--- src/rtl/xy_scan_sequencer_if.sv ---
// Bus bundle between the host/pace-controller side and the XY scan sequencer.
// Handshake: every *_val strobe and scan_done is a one-cycle pulse qualified
// by nothing else; there is no ready. The receiver must accept the data in
// the strobe cycle. done_x/done_y are one-cycle pulses back from the pace
// controllers and are only honoured while the sequencer waits for them.
interface xy_scan_sequencer_if;
    logic        start;
    logic        abort;
    logic [15:0] cfg_x_start;
    logic [15:0] cfg_x_end;
    logic [15:0] cfg_y_start;
    logic [15:0] cfg_y_pitch;
    logic [15:0] cfg_lines;
    logic [15:0] cfg_step;
    logic [15:0] cfg_dwell;
    logic [15:0] em_new_x;
    logic [15:0] em_new_y;
    logic        em_new_val_x;
    logic        em_new_val_y;
    logic [15:0] bc_new;
    logic        bc_new_val;
    logic        done_x;
    logic        done_y;
    logic        busy;
    logic        laser_en;
    logic [15:0] line_idx;
    logic        scan_done;
    logic        err;
    logic [3:0]  dbg_state;

    // Host / pace-controller side.
    modport master (
        output start, abort, cfg_x_start, cfg_x_end, cfg_y_start, cfg_y_pitch,
               cfg_lines, cfg_step, cfg_dwell, done_x, done_y,
        input  em_new_x, em_new_y, em_new_val_x, em_new_val_y, bc_new,
               bc_new_val, busy, laser_en, line_idx, scan_done, err, dbg_state
    );

    // Sequencer side.
    modport slave (
        input  start, abort, cfg_x_start, cfg_x_end, cfg_y_start, cfg_y_pitch,
               cfg_lines, cfg_step, cfg_dwell, done_x, done_y,
        output em_new_x, em_new_y, em_new_val_x, em_new_val_y, bc_new,
               bc_new_val, busy, laser_en, line_idx, scan_done, err, dbg_state
    );
endinterface

--- src/rtl/xy_scan_sequencer.sv ---
// Serpentine raster-scan scheduler driving one pace controller per galvo axis.
// Loads the step size, homes both axes, then alternates X sweeps (laser on),
// dwell and one-pitch Y steps until the programmed line count is done.
// A watchdog bounds every wait for a done pulse.
module xy_scan_sequencer #(
    parameter logic [23:0] TIMEOUT = 24'd4_000_000,
    parameter int          GAP     = 2
) (
    input  logic                 clk,
    input  logic                 rst,
    xy_scan_sequencer_if.slave   bus
);

    typedef enum logic [3:0] {
        S_IDLE   = 4'd0,
        S_LOAD   = 4'd1,
        S_GAP1   = 4'd2,
        S_HOME   = 4'd3,
        S_WAIT_H = 4'd4,
        S_GAP_L  = 4'd5,
        S_LINE   = 4'd6,
        S_WAIT_L = 4'd7,
        S_DWELL  = 4'd8,
        S_STEP_Y = 4'd9,
        S_WAIT_Y = 4'd10,
        S_DONE   = 4'd11
    } state_t;

    localparam logic [7:0]  GAP_LAST = 8'(GAP - 1);
    localparam logic [23:0] WD_LAST  = TIMEOUT - 24'd1;

    state_t      state;
    logic [15:0] x_start_r, x_end_r, pitch_r, lines_r, dwell_r;
    logic [15:0] ycur;
    logic        dir;
    logic [7:0]  gcnt;
    logic [15:0] dcnt;
    logic [23:0] wd;
    logic        flag_x, flag_y;

    logic [15:0] em_new_x_r, em_new_y_r, bc_new_r, line_idx_r;
    logic        em_new_val_x_r, em_new_val_y_r, bc_new_val_r;
    logic        busy_r, laser_en_r, scan_done_r, err_r;

    // Home completion uses the sticky flags plus this cycle's pulses so that
    // simultaneous done_x/done_y complete in one cycle.
    logic home_x, home_y;
    assign home_x = flag_x | bus.done_x;
    assign home_y = flag_y | bus.done_y;

    // Scan sequencer: state, counters and all registered outputs.
    always_ff @(posedge clk) begin
        if (rst) begin
            state          <= S_IDLE;
            x_start_r      <= '0;
            x_end_r        <= '0;
            pitch_r        <= '0;
            lines_r        <= '0;
            dwell_r        <= '0;
            ycur           <= '0;
            dir            <= 1'b0;
            gcnt           <= '0;
            dcnt           <= '0;
            wd             <= '0;
            flag_x         <= 1'b0;
            flag_y         <= 1'b0;
            em_new_x_r     <= '0;
            em_new_y_r     <= '0;
            bc_new_r       <= '0;
            line_idx_r     <= '0;
            em_new_val_x_r <= 1'b0;
            em_new_val_y_r <= 1'b0;
            bc_new_val_r   <= 1'b0;
            busy_r         <= 1'b0;
            laser_en_r     <= 1'b0;
            scan_done_r    <= 1'b0;
            err_r          <= 1'b0;
        end else begin
            // Strobes are single-cycle unless re-asserted below.
            em_new_val_x_r <= 1'b0;
            em_new_val_y_r <= 1'b0;
            bc_new_val_r   <= 1'b0;
            scan_done_r    <= 1'b0;
            if (bus.abort) begin
                // Abort wins over start and done; err and line_idx are kept.
                state      <= S_IDLE;
                busy_r     <= 1'b0;
                laser_en_r <= 1'b0;
            end else begin
                case (state)
                    S_IDLE: begin
                        if (bus.start) begin
                            x_start_r    <= bus.cfg_x_start;
                            x_end_r      <= bus.cfg_x_end;
                            pitch_r      <= bus.cfg_y_pitch;
                            lines_r      <= bus.cfg_lines;
                            dwell_r      <= bus.cfg_dwell;
                            ycur         <= bus.cfg_y_start;
                            dir          <= 1'b0;
                            err_r        <= 1'b0;
                            line_idx_r   <= '0;
                            busy_r       <= 1'b1;
                            bc_new_r     <= bus.cfg_step;
                            bc_new_val_r <= 1'b1;
                            state        <= S_LOAD;
                        end
                    end
                    S_LOAD: begin
                        gcnt  <= '0;
                        state <= S_GAP1;
                    end
                    S_GAP1: begin
                        // Controllers ignore targets right after a step-size load.
                        if (gcnt == GAP_LAST) begin
                            em_new_x_r     <= x_start_r;
                            em_new_y_r     <= ycur;
                            em_new_val_x_r <= 1'b1;
                            em_new_val_y_r <= 1'b1;
                            state          <= S_HOME;
                        end else begin
                            gcnt <= gcnt + 8'd1;
                        end
                    end
                    S_HOME: begin
                        flag_x <= 1'b0;
                        flag_y <= 1'b0;
                        wd     <= '0;
                        state  <= S_WAIT_H;
                    end
                    S_WAIT_H: begin
                        flag_x <= home_x;
                        flag_y <= home_y;
                        if (home_x && home_y) begin
                            if (lines_r == 16'd0) begin
                                scan_done_r <= 1'b1;
                                busy_r      <= 1'b0;
                                state       <= S_DONE;
                            end else begin
                                gcnt  <= '0;
                                state <= S_GAP_L;
                            end
                        end else if (wd == WD_LAST) begin
                            err_r      <= 1'b1;
                            laser_en_r <= 1'b0;
                            busy_r     <= 1'b0;
                            state      <= S_IDLE;
                        end else begin
                            wd <= wd + 24'd1;
                        end
                    end
                    S_GAP_L: begin
                        // Gap before every sweep strobe, after home or Y step.
                        if (gcnt == GAP_LAST) begin
                            em_new_x_r     <= dir ? x_start_r : x_end_r;
                            em_new_val_x_r <= 1'b1;
                            laser_en_r     <= 1'b1;
                            state          <= S_LINE;
                        end else begin
                            gcnt <= gcnt + 8'd1;
                        end
                    end
                    S_LINE: begin
                        wd    <= '0;
                        state <= S_WAIT_L;
                    end
                    S_WAIT_L: begin
                        if (bus.done_x) begin
                            laser_en_r <= 1'b0;
                            // line_idx stays on the last line when the scan ends.
                            if ((line_idx_r + 16'd1) == lines_r) begin
                                scan_done_r <= 1'b1;
                                busy_r      <= 1'b0;
                                state       <= S_DONE;
                            end else begin
                                line_idx_r <= line_idx_r + 16'd1;
                                dcnt       <= '0;
                                state      <= S_DWELL;
                            end
                        end else if (wd == WD_LAST) begin
                            err_r      <= 1'b1;
                            laser_en_r <= 1'b0;
                            busy_r     <= 1'b0;
                            state      <= S_IDLE;
                        end else begin
                            wd <= wd + 24'd1;
                        end
                    end
                    S_DWELL: begin
                        // Dwell of 0 still spends one cycle here.
                        if (({1'b0, dcnt} + 17'd1) >= {1'b0, dwell_r}) begin
                            ycur           <= ycur + pitch_r;
                            em_new_y_r     <= ycur + pitch_r;
                            em_new_val_y_r <= 1'b1;
                            dir            <= ~dir;
                            state          <= S_STEP_Y;
                        end else begin
                            dcnt <= dcnt + 16'd1;
                        end
                    end
                    S_STEP_Y: begin
                        wd    <= '0;
                        state <= S_WAIT_Y;
                    end
                    S_WAIT_Y: begin
                        if (bus.done_y) begin
                            gcnt  <= '0;
                            state <= S_GAP_L;
                        end else if (wd == WD_LAST) begin
                            err_r      <= 1'b1;
                            laser_en_r <= 1'b0;
                            busy_r     <= 1'b0;
                            state      <= S_IDLE;
                        end else begin
                            wd <= wd + 24'd1;
                        end
                    end
                    S_DONE: begin
                        state <= S_IDLE;
                    end
                    default: begin
                        state <= S_IDLE;
                    end
                endcase
            end
        end
    end

    assign bus.em_new_x     = em_new_x_r;
    assign bus.em_new_y     = em_new_y_r;
    assign bus.em_new_val_x = em_new_val_x_r;
    assign bus.em_new_val_y = em_new_val_y_r;
    assign bus.bc_new       = bc_new_r;
    assign bus.bc_new_val   = bc_new_val_r;
    assign bus.busy         = busy_r;
    assign bus.laser_en     = laser_en_r;
    assign bus.line_idx     = line_idx_r;
    assign bus.scan_done    = scan_done_r;
    assign bus.err          = err_r;
    assign bus.dbg_state    = state;

endmodule

--- src/flat_wrapper.sv ---
// flat-port wrapper written by rule: the top's interface ports become plain ports
module xy_scan_sequencer_flat 
#(
    parameter logic [23:0] TIMEOUT = 24'd4_000_000,
    parameter int          GAP     = 2
)
  (clk, rst, bus_start, bus_abort, bus_cfg_x_start, bus_cfg_x_end, bus_cfg_y_start, bus_cfg_y_pitch, bus_cfg_lines, bus_cfg_step, bus_cfg_dwell, bus_done_x, bus_done_y, bus_em_new_x, bus_em_new_y, bus_em_new_val_x, bus_em_new_val_y, bus_bc_new, bus_bc_new_val, bus_busy, bus_laser_en, bus_line_idx, bus_scan_done, bus_err, bus_dbg_state);
  xy_scan_sequencer_if bus_i ();
  input  logic clk;
  input  logic rst;
  input wire logic [$bits(bus_i.start)-1:0] bus_start;
  input wire logic [$bits(bus_i.abort)-1:0] bus_abort;
  input wire logic [$bits(bus_i.cfg_x_start)-1:0] bus_cfg_x_start;
  input wire logic [$bits(bus_i.cfg_x_end)-1:0] bus_cfg_x_end;
  input wire logic [$bits(bus_i.cfg_y_start)-1:0] bus_cfg_y_start;
  input wire logic [$bits(bus_i.cfg_y_pitch)-1:0] bus_cfg_y_pitch;
  input wire logic [$bits(bus_i.cfg_lines)-1:0] bus_cfg_lines;
  input wire logic [$bits(bus_i.cfg_step)-1:0] bus_cfg_step;
  input wire logic [$bits(bus_i.cfg_dwell)-1:0] bus_cfg_dwell;
  input wire logic [$bits(bus_i.done_x)-1:0] bus_done_x;
  input wire logic [$bits(bus_i.done_y)-1:0] bus_done_y;
  output wire logic [$bits(bus_i.em_new_x)-1:0] bus_em_new_x;
  output wire logic [$bits(bus_i.em_new_y)-1:0] bus_em_new_y;
  output wire logic [$bits(bus_i.em_new_val_x)-1:0] bus_em_new_val_x;
  output wire logic [$bits(bus_i.em_new_val_y)-1:0] bus_em_new_val_y;
  output wire logic [$bits(bus_i.bc_new)-1:0] bus_bc_new;
  output wire logic [$bits(bus_i.bc_new_val)-1:0] bus_bc_new_val;
  output wire logic [$bits(bus_i.busy)-1:0] bus_busy;
  output wire logic [$bits(bus_i.laser_en)-1:0] bus_laser_en;
  output wire logic [$bits(bus_i.line_idx)-1:0] bus_line_idx;
  output wire logic [$bits(bus_i.scan_done)-1:0] bus_scan_done;
  output wire logic [$bits(bus_i.err)-1:0] bus_err;
  output wire logic [$bits(bus_i.dbg_state)-1:0] bus_dbg_state;
  assign bus_i.start = bus_start;
  assign bus_i.abort = bus_abort;
  assign bus_i.cfg_x_start = bus_cfg_x_start;
  assign bus_i.cfg_x_end = bus_cfg_x_end;
  assign bus_i.cfg_y_start = bus_cfg_y_start;
  assign bus_i.cfg_y_pitch = bus_cfg_y_pitch;
  assign bus_i.cfg_lines = bus_cfg_lines;
  assign bus_i.cfg_step = bus_cfg_step;
  assign bus_i.cfg_dwell = bus_cfg_dwell;
  assign bus_i.done_x = bus_done_x;
  assign bus_i.done_y = bus_done_y;
  assign bus_em_new_x = bus_i.em_new_x;
  assign bus_em_new_y = bus_i.em_new_y;
  assign bus_em_new_val_x = bus_i.em_new_val_x;
  assign bus_em_new_val_y = bus_i.em_new_val_y;
  assign bus_bc_new = bus_i.bc_new;
  assign bus_bc_new_val = bus_i.bc_new_val;
  assign bus_busy = bus_i.busy;
  assign bus_laser_en = bus_i.laser_en;
  assign bus_line_idx = bus_i.line_idx;
  assign bus_scan_done = bus_i.scan_done;
  assign bus_err = bus_i.err;
  assign bus_dbg_state = bus_i.dbg_state;
  xy_scan_sequencer #(.TIMEOUT(TIMEOUT), .GAP(GAP)) u_core (.clk(clk), .rst(rst), .bus(bus_i));
endmodule
--- config.mk ---
export PLATFORM = sky130hd
export DESIGN_NAME = xy_scan_sequencer_flat
export DESIGN_NICKNAME = d
export VERILOG_FILES = /design/src/rtl/xy_scan_sequencer_if.sv /design/src/rtl/xy_scan_sequencer.sv /design/src/flat_wrapper.sv
export SDC_FILE = /design/constraint.sdc
export NUM_CORES = 1
export LEC_CHECK = 0
export BUFFER_PORTS_ARGS = -buffer_cell sky130_fd_sc_hd__buf_2
export CAP_MARGIN = 10
export CORE_MARGIN = 1.5
export CORE_UTILIZATION = 58
export CTS_BUF_LIST = sky130_fd_sc_hd__clkbuf_4
export DETAILED_ROUTE_END_ITERATION = 12
export MAX_ROUTING_LAYER = met4
export PLACE_DENSITY = 0.84
export REMOVE_ABC_BUFFERS = 1
export SKIP_CTS_REPAIR_TIMING = 1
export SLEW_MARGIN = 30
export SYNTH_ARGS = -nofsm -noshare
export SYNTH_HDL_FRONTEND = slang
export SYNTH_SLANG_ARGS = --single-unit
--- constraint.sdc ---
create_clock -name clk -period 5.04 [get_ports clk]
set_clock_uncertainty 0.05 [all_clocks]
set_input_delay 0.504 -clock clk [delete_from_list [all_inputs] [get_ports clk]]
set_output_delay 0.504 -clock clk [all_outputs]
set_load 0.005 [all_outputs]
==> impl_metrics.env, run 1 <==
export IMPL_placed_cells=1719
export IMPL_grt_max_degree=100
export IMPL_h_tree_depth=2
export IMPL_die_w_um=140.6
export IMPL_p_sw_share_pct=26.02
export IMPL_synth_area_sq_mm=0.01098
export IMPL_synth_edff_count=0
export IMPL_layout_cells_non_filler=1866
export IMPL_synthArstFlopShare_pct=0
export IMPL_dpl_instance_area_sq_mm=0.01200
export IMPL_io_pins=193
export IMPL_track_usage_pct=28.78
export IMPL_synth_seq_cells=222
export IMPL_timing_final_crit_share_pct=88.51
export IMPL_area_growth_pct=20.21
export IMPL_drt_pass1_iter_count=5
export IMPL_synth_top_cells_by_area="dfxtp_1 40%, nand2_1 9.5%, a21oi_1 6.6%, ha_1 4.1%, xnor2_1 3.1%"
export IMPL_synth_main_ff_cell="dfxtp_1"
export IMPL_die_h_um=140.6
export IMPL_drc=0
export IMPL_switchingPower_mw=1.001
export IMPL_internal_power_mw=2.846
export IMPL_cts_tree="done"
export IMPL_ir_worst_vdd_v=0.0002880
export IMPL_synth_cells=1364
export IMPL_worstSetupStartpointType="flop"
export IMPL_stdcell_area_sq_mm=0.01319
export IMPL_power_per_cell_area_mw_per_mm2=291.6
export IMPL_ys_warn_count=0
export IMPL_seqPwrFrac_pct=48.0
export IMPL_initial_core_util_pct=58.87
export IMPL_endpoint_kind="flop"
export IMPL_critPathRequiredTime_ps=5540
export IMPL_relSlewSlack_pct=44.39
export IMPL_drtIter0Drc=747
export IMPL_avgSynthCellArea_sq_um=8.047
export IMPL_hpwl_um=18540
export IMPL_rows=50
export IMPL_vias=10910
export IMPL_rsz0062_at_grt="no"
export IMPL_worst_hold_path_type="in -> reg"
export IMPL_drive_gt1_share_pct=19.14
export IMPL_synth_top_cell_by_area="dfxtp_1"
export IMPL_finalWeightedCongestion=0.9330
export IMPL_max_cap_viol_count=0
export IMPL_clock_tree_buffer_depth=3
export IMPL_clk_latency_ps=700
export IMPL_grt_pass1_wl_um=46130
export IMPL_ant_nets=0
export IMPL_fin_crit_ps=4461
export IMPL_setup_viol=0
export IMPL_critical_path_class="reg -> reg"
export IMPL_status="finished clean"
export IMPL_avgRoutedWirePerCell_um=15.92
export IMPL_p_comb_share_pct=10.0
export IMPL_cts_sinks=222
export IMPL_cts_buffers=58
export IMPL_synthTopCellsByCount="279 x nand2_1, 222 x dfxtp_1, 145 x a21oi_1"
export IMPL_synth_top_area_share_pct=40.49
export IMPL_antenna_found_initial=2
export IMPL_fmax_mhz=224.2
export IMPL_worstPathArrival_ps=4960
export IMPL_cp_max_fo=15
export IMPL_die_area_sq_mm=0.01976
export IMPL_final_max_slew_viol_count=0
export IMPL_via_per_inst=5.848
export IMPL_worst_slew_pin_transition_ps=823.0
export IMPL_p_leak_nw=5.390
export IMPL_core_area_sq_mm=0.01864
export IMPL_fin_nets=1742
export IMPL_clk_pin_slew_ps=60
export IMPL_hold_viol=0
export IMPL_overflow=0
export IMPL_synthMostInstantiatedCell="nand2_1"
export IMPL_totalWireLength_um=29700
export IMPL_yosysSeqAreaShare_pct=40.49
export IMPL_grt_pass1_vias=10160
export IMPL_cts_root_buf="clkbuf_4"
export IMPL_io_buffers=192
export IMPL_power_share_clock_pct=41.9
export IMPL_yosysUniqueCellTypes=75
flip-flops by register name, indices dropped and copies added, names as in the netlist:
signal,flops
u_core.bus.scan_done,1
u_core.flag_x,1
u_core.bus.bc_new_val,1
u_core.x_start_r,16
u_core.dir,1
u_core.bus.em_new_x,16
u_core.gcnt,8
u_core.bus.bc_new,16
u_core.dwell_r,16
u_core.pitch_r,16
u_core.ycur,16
u_core.lines_r,16
u_core.bus.em_new_val_x,1
u_core.x_end_r,16
u_core.bus.em_new_y,16
u_core.bus.laser_en,1
u_core.dcnt,16
u_core.bus.err,1
u_core.flag_y,1
u_core.bus.line_idx,16
u_core.bus.em_new_val_y,1
u_core.bus.busy,1
u_core.bus.dbg_state,4
u_core.wd,24
metal layers:
metal | wire length, um | up-vias | global-route usage [%] | part of all wire [%]
met1 | 12390 | 5025 | 35.19 | 42
met3 | 2499 | 79 | 6.427 | 8.4
met5 | 0 | - | - | 0
li1 | - | 5321 | - | -
met4 | 813 | 0 | 10.58 | 2.7
met2 | 14000 | 487 | 46.72 | 47
cells in the final DEF, fill, tap and decap left out, types with 34 or more instances in the layout:
cell type / instances
nand2_1: 279
dfxtp_1: 222
buf_2: 191
a21oi_1: 145
nor2_1: 88
clkbuf_4: 86
nor3_1: 56
dlygate4sd3_1: 42
xnor2_1: 39
nand3_1: 37
o21ai_0: 36
ha_1: 36
inv_1: 34
a211oi_1: 34
final timing paths:
check / slack, ps / depth (start not counted) / startpoint / endpoint
worst max-delay path: 580 / 15 / u_core.dcnt[0] / u_core.bus.em_new_y[9]
worst min-delay path: 4 / 3 / bus_cfg_step[8] / u_core.bus.bc_new[8]
worst max register to register: 580 / 15 / u_core.dcnt[0] / u_core.bus.em_new_y[9]
worst min register to register: 400 / 2 / u_core.bus.bc_new[14] / u_core.bus.bc_new[14]
critical path, cell delays in order (launching register included):
cell and delay (ps):
dfxtp_1 410, ha_1 240, nand3_1 160, nor2_1 250, and3_1 350, nand3_1 130, xnor2_1 200, ha_1 280
a21oi_1 160, o22ai_1 100, o21a_1 170, o21ai_0 200, nand2_1 120, o21ai_0 530, nand2_1 600, a311oi_1 400
cell type report:
type	instances	area, sq um
multi-input combinational	1026	6095
clock buffer	86	645.6
sequential	222	4444
fill	1461	5449
antenna	2	5.005
inverter	35	131.4
tap	234	292.8
clock inverter	17	117.6
timing repair buffer	244	1463
power groups by stage:
stage	Combinational (mW)	Sequential, mW	Clock, mW
after floorplan	0.216	1.88	0
after global placement	0.338	1.88	0
after detailed placement	0.349	1.89	0
after CTS	0.352	1.85	1.64
after global routing	0.425	1.85	1.73
final	0.386	1.85	1.61
kinds of logic (layout without fill, tap and decap cells):
group | Yosys count | after routing | synth area share [%]
fa+ha+maj | 37 | 37 | 4.286
buf+inv | 116 | 382 | 4.263
mux | 17 | 17 | 1.562
compound gates | 325 | 325 | 19.40
other cells | 0 | 2 | 0
simple gates | 578 | 578 | 24.49
xor+xnor | 69 | 69 | 5.506
flops | 222 | 222 | 40.49
metrics by stage:
| stage | setup TNS [ps] | utilization [%] | setup WS [ps] | total power [mW] | hold WS [ps] |
|---|---|---|---|---|---|
| 3_3_place_gp | 0 | 64.32 | 734.3 | 2.222 | 388.0 |
| 3_5_place_dp | 0 | 64.36 | 651.6 | 2.234 | 393.6 |
| 5_1_grt | 0 | 70.77 | 235.9 | 4.011 | -0.9330 |
| 6_report | 0 | 70.77 | 579.3 | 3.847 | 4.043 |
| 2_1_floorplan | -1773 | - | -198.9 | 2.093 | 379.6 |
| 4_1_cts | 0 | 68.45 | 603.8 | 3.842 | -43.04 |
Power figures use the tool's default switching activity.
==> run 2: changes to the inputs <==
--- a/config.mk
+++ b/config.mk
@@ -5,14 +5,15 @@
 export SDC_FILE = /design/constraint.sdc
 export NUM_CORES = 1
 export LEC_CHECK = 0
-export BUFFER_PORTS_ARGS = -buffer_cell sky130_fd_sc_hd__buf_2
 export CAP_MARGIN = 10
 export CORE_MARGIN = 1.5
-export CORE_UTILIZATION = 58
+export CORE_UTILIZATION = 65
 export CTS_BUF_LIST = sky130_fd_sc_hd__clkbuf_4
 export DETAILED_ROUTE_END_ITERATION = 12
+export DONT_BUFFER_PORTS = 1
 export MAX_ROUTING_LAYER = met4
-export PLACE_DENSITY = 0.84
+export PLACE_DENSITY = 0.83
+export RECOVER_POWER = 100
 export REMOVE_ABC_BUFFERS = 1
 export SKIP_CTS_REPAIR_TIMING = 1
 export SLEW_MARGIN = 30
==> impl_metrics.env, run 2 (same netlist as run 1, synthesis figures left out) <==
export IMPL_crit_chain="nor2b_1 > and4_1 > a2111oi_0 > o21ai_0 > or2_0 > or3_1 > a21oi_1"
export IMPL_h_tree_depth=2
export IMPL_via_per_inst=6.173
export IMPL_antenna_found_initial=2
export IMPL_worstPathArrival_ps=4800
export IMPL_path_buf_inv=0
export IMPL_hpwl_um=16960
export IMPL_finalPower_mw=3.683
export IMPL_final_setup_worst_slack_ps=769.3
export IMPL_die_area_sq_mm=0.01767
export IMPL_io_buffers=0
export IMPL_status="complete, but fails checks"
export IMPL_cpPeakStageDelay_ps=1270
export IMPL_cp_num_cells=7
export IMPL_violations="max-capacitance violations, max-slew violations"
export IMPL_max_cap_viol_count=4
export IMPL_dpl_instance_area_sq_mm=0.01101
export IMPL_ir_worst_vdd_v=0.0002384
export IMPL_slowest_stage="a2111oi_0"
export IMPL_grt_pass1_wl_um=42080
export IMPL_most_common_layout_cells="279 x nand2_1, 222 x dfxtp_1, 145 x a21oi_1"
export IMPL_clk_latency_ps=680
export IMPL_drt_pass1_iter_count=7
export IMPL_area_growth_pct=15.83
export IMPL_die_h_um=132.9
export IMPL_stdcell_area_sq_mm=0.01271
export IMPL_cts_root_buf="clkbuf_4"
export IMPL_rsz0062_at_grt="no"
export IMPL_drtIter0Drc=845
export IMPL_clk_pin_slew_ps=70
export IMPL_top_register="u_core.wd"
export IMPL_clock_tree_buffer_depth=3
export IMPL_cts_sinks=222
export IMPL_post_place_ws_ps=1072
export IMPL_setup_tns_final_ps=0
export IMPL_cts_buffers=56
export IMPL_io_pins=193
export IMPL_grt_pass1_vias=8965
export IMPL_power_per_cell_area_mw_per_mm2=289.7
export IMPL_grt_max_degree=152
export IMPL_ant_nets=0
export IMPL_cts_tree="done"
export IMPL_r2r_start="u_core.bus.dbg_state[3]"
export IMPL_totalWireLength_um=30090
export IMPL_finalWeightedCongestion=0.9338
export IMPL_crit_path_start="u_core.bus.dbg_state[3]"
export IMPL_timing_reg2reg_worst_path_depth=7
export IMPL_layout_commonest_cell="nand2_1"
export IMPL_die_w_um=132.9
export IMPL_fin_nets=1615
export IMPL_seqCellArea_sq_mm=0.004444
export IMPL_cp_top_family="compound AO/OA/AOI/OAI gates"
export IMPL_worstSetupStartpointType="flop"
export IMPL_reg2reg_slack_ps=770
export IMPL_num_fill_cells=1122
export IMPL_fin_crit_ps=4271
export IMPL_worst_slew_pin_transition_ps=2342
export IMPL_vias=10610
export IMPL_drive_gt1_share_pct=6.751
export IMPL_cp_max_fo=19
export IMPL_avgRoutedWirePerCell_um=17.51
export IMPL_rows=47
export IMPL_initial_core_util_pct=66.42
export IMPL_largest_reg_flops=24
export IMPL_drc=0
export IMPL_critPathRequiredTime_ps=5570
export IMPL_worst_hold_path_type="in -> reg"
export IMPL_worstSetupEndpoint="u_core.wd[9]"
export IMPL_multiInputGateArea_sq_mm=0.006021
export IMPL_setup_viol=0
export IMPL_track_usage_pct=29.38
export IMPL_core_area_sq_mm=0.01652
export IMPL_hold_viol=0
export IMPL_fmax_mhz=234.2
export IMPL_overflow=0
export IMPL_p_leak_nw=4.727
export IMPL_critical_path_class="reg -> reg"
export IMPL_r2r_end="u_core.wd[9]"
export IMPL_endpoint_kind="flop"
export IMPL_final_max_slew_viol_count=164
export IMPL_relSlewSlack_pct=-56.13
export IMPL_timing_final_crit_share_pct=84.74
## run 2: cell count changes in the layout (fill, tap and decap cells not counted), moves of 2 or more
cell           delta
buf_2           -191
dlygate4sd3_1    +67
clkbuf_4         -13
buf_4             -5
and2_0            +2
clkbuf_1          +2
clkinv_1          +2
clkinv_2          +2
## run 2: routing by layer
| metal | global-route usage, % | vias to the layer above | wire (um) |
|---|---|---|---|
| li1 | - | 5052 | - |
| met1 | 36.28 | 4964 | 12110 |
| met2 | 46.41 | 505 | 14100 |
| met3 | 8.352 | 84 | 2973 |
| met4 | 9.524 | 0 | 907 |
| met5 | - | - | 0 |
## run 2: power by group
group          internal (mW)  switching, mW  leakage [nW]  total, mW
logic                  0.161          0.213          2.53      0.374
clock network          0.723          0.734         0.391       1.46
registers               1.81         0.0445          1.80       1.85
## run 2: worst reg2reg max path: stages, from the launching register on
cell	delay (ps)
dfxtp_1	800
nor2b_1	260
and4_1	310
a2111oi_0	1270
o21ai_0	430
or2_0	510
or3_1	380
a21oi_1	170
## run 2: metrics by stage
step	instances	utilization (%)	hold slack (ps)
after floorplan	1283	-	379.6
after detailed placement	1512	66.65	390.5
final	1718	76.94	15.57
after global routing	1718	76.94	12.82
after global placement	1512	66.58	386.3
after CTS	1606	70.62	-178.0
## run 2: how the worst min path moves through the flow
stage                        startpoint                  end  cells after the start
global route        bus_cfg_y_start[12]      u_core.ycur[12]                      2
finish              bus_cfg_y_start[11]      u_core.ycur[11]                      2
global placement    u_core.x_start_r[4]  u_core.x_start_r[4]                      2
detailed placement  u_core.x_start_r[1]  u_core.x_start_r[1]                      2
floorplan           u_core.x_start_r[0]  u_core.x_start_r[0]                      2
CTS                                 rst   u_core.lines_r[13]                      1
## run 2: final cells by class
| cell class | count | share of cell area, % |
|---|---|---|
| Clock buffer | 73 | 4.311 |
| Timing Repair Buffer | 119 | 9.281 |
| Antenna cell | 2 | 0.03937 |
| Multi-Input combinational cell | 1026 | 47.36 |
| Inverter | 35 | 1.033 |
| Sequential cell | 222 | 34.96 |
| Tap cell | 220 | 2.165 |
| Clock inverter | 21 | 0.8562 |
